File: src/rtl/serial_compare_ctrl.sv
// Bit-serial unsigned magnitude compare, MSB first, one bit pair per clock with early exit.
// Latency 1..WIDTH cycles after the accepting edge; start is ignored while busy (no queueing).

module comparator_1bit (
   input  logic a,
   input  logic b,
   output logic eq,
   output logic lt,
   output logic gt
);
   assign eq = ~(a ^ b);
   assign lt = ~a & b;
   assign gt = a & ~b;
endmodule

module serial_compare_ctrl #(
   parameter int WIDTH = 8
) (
   input  logic             clk,
   input  logic             rst_n,
   input  logic             start,
   input  logic [WIDTH-1:0] a,
   input  logic [WIDTH-1:0] b,
   output logic             busy,
   output logic             done,
   output logic             eq,
   output logic             lt,
   output logic             gt
);
   localparam int CW = $clog2(WIDTH);
   localparam logic [CW-1:0] CNT_MAX = CW'(WIDTH - 1);

   typedef enum logic {IDLE, RUN} state_t;

   state_t           state, state_nxt;
   logic [WIDTH-1:0] sa, sb, sa_nxt, sb_nxt;
   logic [CW-1:0]    cnt, cnt_nxt;
   logic             done_nxt, eq_nxt, lt_nxt, gt_nxt;
   logic             c_eq, c_lt, c_gt;

   comparator_1bit u_cell (
      .a  (sa[cnt]),
      .b  (sb[cnt]),
      .eq (c_eq),
      .lt (c_lt),
      .gt (c_gt)
   );

   always_ff @(posedge clk or negedge rst_n) begin
      if (!rst_n) begin
         state <= IDLE;
         sa    <= '0;
         sb    <= '0;
         cnt   <= '0;
         done  <= 1'b0;
         eq    <= 1'b0;
         lt    <= 1'b0;
         gt    <= 1'b0;
      end else begin
         state <= state_nxt;
         sa    <= sa_nxt;
         sb    <= sb_nxt;
         cnt   <= cnt_nxt;
         done  <= done_nxt;
         eq    <= eq_nxt;
         lt    <= lt_nxt;
         gt    <= gt_nxt;
      end
   end

   always_comb begin
      state_nxt = state;
      sa_nxt    = sa;
      sb_nxt    = sb;
      cnt_nxt   = cnt;
      done_nxt  = 1'b0;
      eq_nxt    = eq;
      lt_nxt    = lt;
      gt_nxt    = gt;
      case (state)
         IDLE: begin
            if (start) begin
               sa_nxt    = a;
               sb_nxt    = b;
               cnt_nxt   = CNT_MAX;
               eq_nxt    = 1'b0;
               lt_nxt    = 1'b0;
               gt_nxt    = 1'b0;
               state_nxt = RUN;
            end
         end
         RUN: begin
            // First differing bit from the MSB decides; equal bits just walk down.
            if (c_gt) begin
               gt_nxt    = 1'b1;
               done_nxt  = 1'b1;
               state_nxt = IDLE;
            end else if (c_lt) begin
               lt_nxt    = 1'b1;
               done_nxt  = 1'b1;
               state_nxt = IDLE;
            end else if (cnt == '0) begin
               eq_nxt    = 1'b1;
               done_nxt  = 1'b1;
               state_nxt = IDLE;
            end else begin
               cnt_nxt   = cnt - 1'b1;
            end
         end
         default: state_nxt = IDLE;
      endcase
   end

   assign busy = (state == RUN);

endmodule

File: config.mk
export PLATFORM = sky130hd
export DESIGN_NAME = serial_compare_ctrl
export DESIGN_NICKNAME = d
export VERILOG_FILES = /design/src/rtl/serial_compare_ctrl.sv
export SDC_FILE = /design/constraint.sdc
export NUM_CORES = 1
export LEC_CHECK = 0
export BUFFER_PORTS_ARGS = -buffer_cell sky130_fd_sc_hd__clkbuf_2
export CORE_MARGIN = 2
export CORE_UTILIZATION = 57
export CTS_CLUSTER_SIZE = 8
export DETAILED_ROUTE_END_ITERATION = 16
export PLACE_DENSITY = 0.89
export SLEW_MARGIN = 10
export SYNTH_ARGS = -nofsm -noshare
export SYNTH_HDL_FRONTEND = slang
export SYNTH_HIERARCHICAL = 1
export SYNTH_SLANG_ARGS = --single-unit
export TNS_END_PERCENT = 20
File: constraint.sdc
create_clock -name clk -period 5.2 [get_ports clk]
set_input_delay 1.04 -clock clk [delete_from_list [all_inputs] [get_ports clk]]
set_output_delay 1.04 -clock clk [all_outputs]
set_load 0.05 [all_outputs]
# Word level (Yosys, flattened, before mapping)
# Index checks and enable logic that the tools add are counted.
# word_totals
word_cells,56
reg_bits,24
output_inout_bits,5
# classes
n_lt_le_gt_ge,1
add_sub_neg,1
eq_ne,7
n_bitwise,5
reduce_logical,6
mux,28
# ops
operator,n
$mux W1,17
$mux W3,4
$ne A2 B2 Y1 const B,4
$pmux W1 S2,4
$reduce_and A4 Y1,2
$bmux W1 S3,2
$ne A2 B1 Y1 const B,3
$pmux W3 S2,1
$lt A3 B4 Y1 const B,1
$reduce_and A2 Y1,2
$logic_not A3 Y1,1
$not A1 Y1,3
$reduce_and A3 Y1,1
$sub A3 B1 Y3 const B,1
$and A1 B1 Y1,2

# Depth between registers and ports, before layout
# depth
depth_word,7
ltp_mapped,9

# Modules after synthesis
# The synthesis kept the hierarchy.
# by_module_without_submodules
mod,n_inst,cells_per_inst,area_each_um2,seq_area_each_um2
serial_compare_ctrl,1,83,1129.8,600.6
comparator_1bit,1,4,32.5,0.0

# Worst setup path before layout
# No wires, ideal clock.
# synth_timing
path_type,reg2reg
start,register cnt[0]
end,register cnt[0]
arrival_time_ns,1.827
required_ns,5.072
period_less_slack_ns,1.955
stages_incl_launch_ff,9
setup_time_ns,0.128
n_path_buf,1
slack_ns,3.245
cell_sequence,dfrtp_1 -> buf_2 -> mux4_2 -> nand2_1 -> nand2_1 -> ha_1 -> nor2_1 -> nand3_1 -> mux2i_1
# synth_via
elab_chain_len,6
elab_cells_between_ends,18
cone_classes,add/sub (1); eq/ne (3); mux (8); bitwise (4); reduce/logical (2)
# synth_lines
item,line,rtl
"start, declared",37,"logic [CW-1:0] cnt, cnt_nxt;"
"start signal, assigned",63,cnt <= cnt_nxt;
$bmux W1 S3,43,".b (sb[cnt]),"
$mux W1 (implied by the code),43,
$not A1 Y1,13,assign gt = a & ~b;
$and A1 B1 Y1 (*),13,
named net c_gt,39,"logic c_eq, c_lt, c_gt;"
$ne A2 B2 Y1 (no source line) (*),n/a,
$reduce_and A4 Y1 (no source line) (*),n/a,
# The timed path passes the listed nets; every way through them passes the cells marked *. The select of a mux whose other input is x is not followed.
# A chain may end at the register's enable or synchronous reset.

# Worst setup path after layout
# Same ends and word-level chain as after synthesis.

==> results.md <==
* Max-slew violation count at 0
* Most numerous cell in the Yosys netlist: dfrtp_1
* Complex-gate fraction of the synthesized area at 0.0334
* DRC Markers at 0
* Hold Path Class: flop to flop
* RD Place Congestion at 0.794
* Clock Skews at 5.20 ps
* Max Clock Freq at 447 MHz
* Setup slack, reg-to-reg at 2960 ps
* Gr usage total at 0.183
* Final hold vios at 0
* Worst-Margin Slew at 1020 ps
* Diode count at 0
* Warning count from the yosys run at 6
* Setup ws final at 2960 ps
* Net Count, Synth at 110
* Seq cells post-synth at 24
* Adder-Cell Fraction of Synth Area at 0.0431
* Fraction of layout cells with a size suffix above 1 at 0.436
* RSZ-0062 raised after global routing: no
* Largest family of logic cells by synthesized area: multiplexers
* First-pass GRT wire length at 3310 um
* Starting Density at 0.599
* Top FF cell, synth: dfrtp_1
* Synth Area per Inst at 13.4 um2
* Register area share after synthesis at 0.517
* Synth Area in XOR/XNOR at 0
* Total Wirelength at 1830 um
* CTS resizes at 0
* Multiplexer share of the synthesized area at 0.281
* Total Die Area at 0.00242 mm2
* Vias at 708
* Sink Count at 24
* Ys async rst share at 1.00
* Largest net degree at the start of global routing at 25
* Pwr Density at 617 mW/mm2
* Mapped cell area at 0.00116 mm2
* Crit Path Class: flop to flop
* Number of synthesized flops with an enable pin at 0
* CTS tree: yes
* Hold buffer count at cts at 0
* Worst Setup End Kind: flop
* Main area contributors after synthesis: dfrtp_1 (52%), mux2_4 (9.0%), mux2_2 (8.7%)
* Post-synthesis simple-gate area fraction at 0.0678
* Area Overhead vs Synth at 12.4%
* Root Driver: clkbuf_4
* Post-synth top area share at 0.517
* Vias in the first global route at 764
* Pleak at 0.000664 uW
* Later-pin clock latency in the skew report at 300 ps
* Drt first pass iters at 4
* Cells after Synth at 87
* Routed Antenna Nets at 0
* Design Power at 806 uW
* Final setup fails at 0
* Final period util at 0.430
* Dpl hpwl at 1400 um
* Buffer count from post-CTS setup fixing at 0
* GR Overflow Total at 0
* VDD IR max at 0.351 mV
* Core Rows at 16
* Max cap viols at 0
* Clk pin slew, worst setup/hold paths at 130 ps
* Status: finished, final reports clean
* Area of the core at 0.00194 mm2
* Port Buffers at 23
* IO Count at 24
* Die W at 49.2 um
* Die H at 49.2 um
* Initial antenna violation count at 0
* Required @ worst endpoint at 5420 ps
* Crit-path max FO at 7
* Critical path arrival at 2460 ps
* Crit path time final at 2240 ps
* Initial DRC Count at 9
* Nets at 134
* Final setup TNS at 0 ps
* Total CTS buffers at 3
* Synth cell types at 20
* Worst slack at placement at 2690 ps
* Clk buf depth at 2
* Non-filler cells, final at 137
* Avg WL per Cell at 13.3 um
* Worst rel slew slack at 0.316
* Placed Cells at 133
* Largest area contributor in the netlist: dfrtp_1
* Critical path launch point type: flop
* H-tree depth at 1
* Avg Vias per Cell at 5.17
* Final core utilization at 0.673
* Top cells by count, synth: dfrtp_1 (24), mux2_2 (9), nor2_1 (8), inv_1 (7), mux2_4 (7)
-- metrics by stage --
stage,hold WS [ps],area [um2]
after global routing,550,1310
final,522,1310
after CTS,530,1310
after detailed placement,492,1270
after floorplan,475,1160
after global placement,486,1270
-- logic make-up (layout without fill, tap and decap cells) --
| kind of cell | after synthesis | after routing |
|---|---|---|
| flops | 24 | 24 |
| mux | 23 | 23 |
| simple gates | 18 | 18 |
| buf+inv | 11 | 34 |
| compound gates | 7 | 7 |
| fa+ha+maj | 4 | 4 |
-- metal layers --
metal | routed length, um | GRT usage | vias up
met1 | 744 | 0.225 | 342
met3 | 108 | 0.0276 | 2
met5 | 0 | 0 | -
li1 | - | - | 340
met4 | 10 | 0.0571 | 0
met2 | 963 | 0.327 | 24
-- worst paths after layout --
kind / startpoint / to / cells after the start
worst min-delay path: sb[2] / sb[2] / 1
min in group asynchronous: rst_n / busy / 1
worst min register to register: sb[2] / sb[2] / 1
worst max register to register: cnt[0] / cnt[0] / 7
worst max-delay path: cnt[0] / cnt[0] / 7
max in group asynchronous: rst_n / sb[6] / 1
-- critical path, stage by stage (launching register included) --
cell and delay (ps):
dfrtp_1 560, mux4_2 560, nand2_1 80, nand2_1 70, ha_1 240, nor2_1 210
nand3_1 210, mux2i_1 230
-- sequential cells by signal, indices dropped and copies added, names as in the netlist --
register,count
sa,8
sb,8
eq,1
busy,1
cnt,3
gt,1
done,1
lt,1
-- placed cells by master, fill, tap and decap left out --
cell      netlist  routed
mux2_2          9       9
nor2_1          8       8
a21oi_1         4       4
a31oi_1         1       1
dfrtp_1        24      24
nand2b_1        1       1
nand3_1         1       1
inv_1           7       7
o21ai_0         1       1
clkbuf_8        0       1
clkbuf_2        0      23
nor2b_2         1       1
mux2_4          7       7
mux4_2          4       4
nand2_1         6       6
nand4_1         1       1
a21boi_0        1       1
ha_1            4       4
clkbuf_4        0       3
mux2i_1         3       3
-- area by class of cell --
type / instances / area (um2)
fill: 156 / 636
inverter: 7 / 26.3
sequential: 24 / 601
tap: 27 / 33.8
clock buffer: 4 / 36.3
multi-input combinational: 52 / 494
timing repair buffer: 23 / 115
-- power breakdown --
group          leakage (uW)  switching (uW)  internal (uW)
logic              0.000360             180            191
registers          0.000283            67.6            273
clock network     0.0000210            52.3           42.7
No activity file was read; power rests on OpenSTA's default activity.
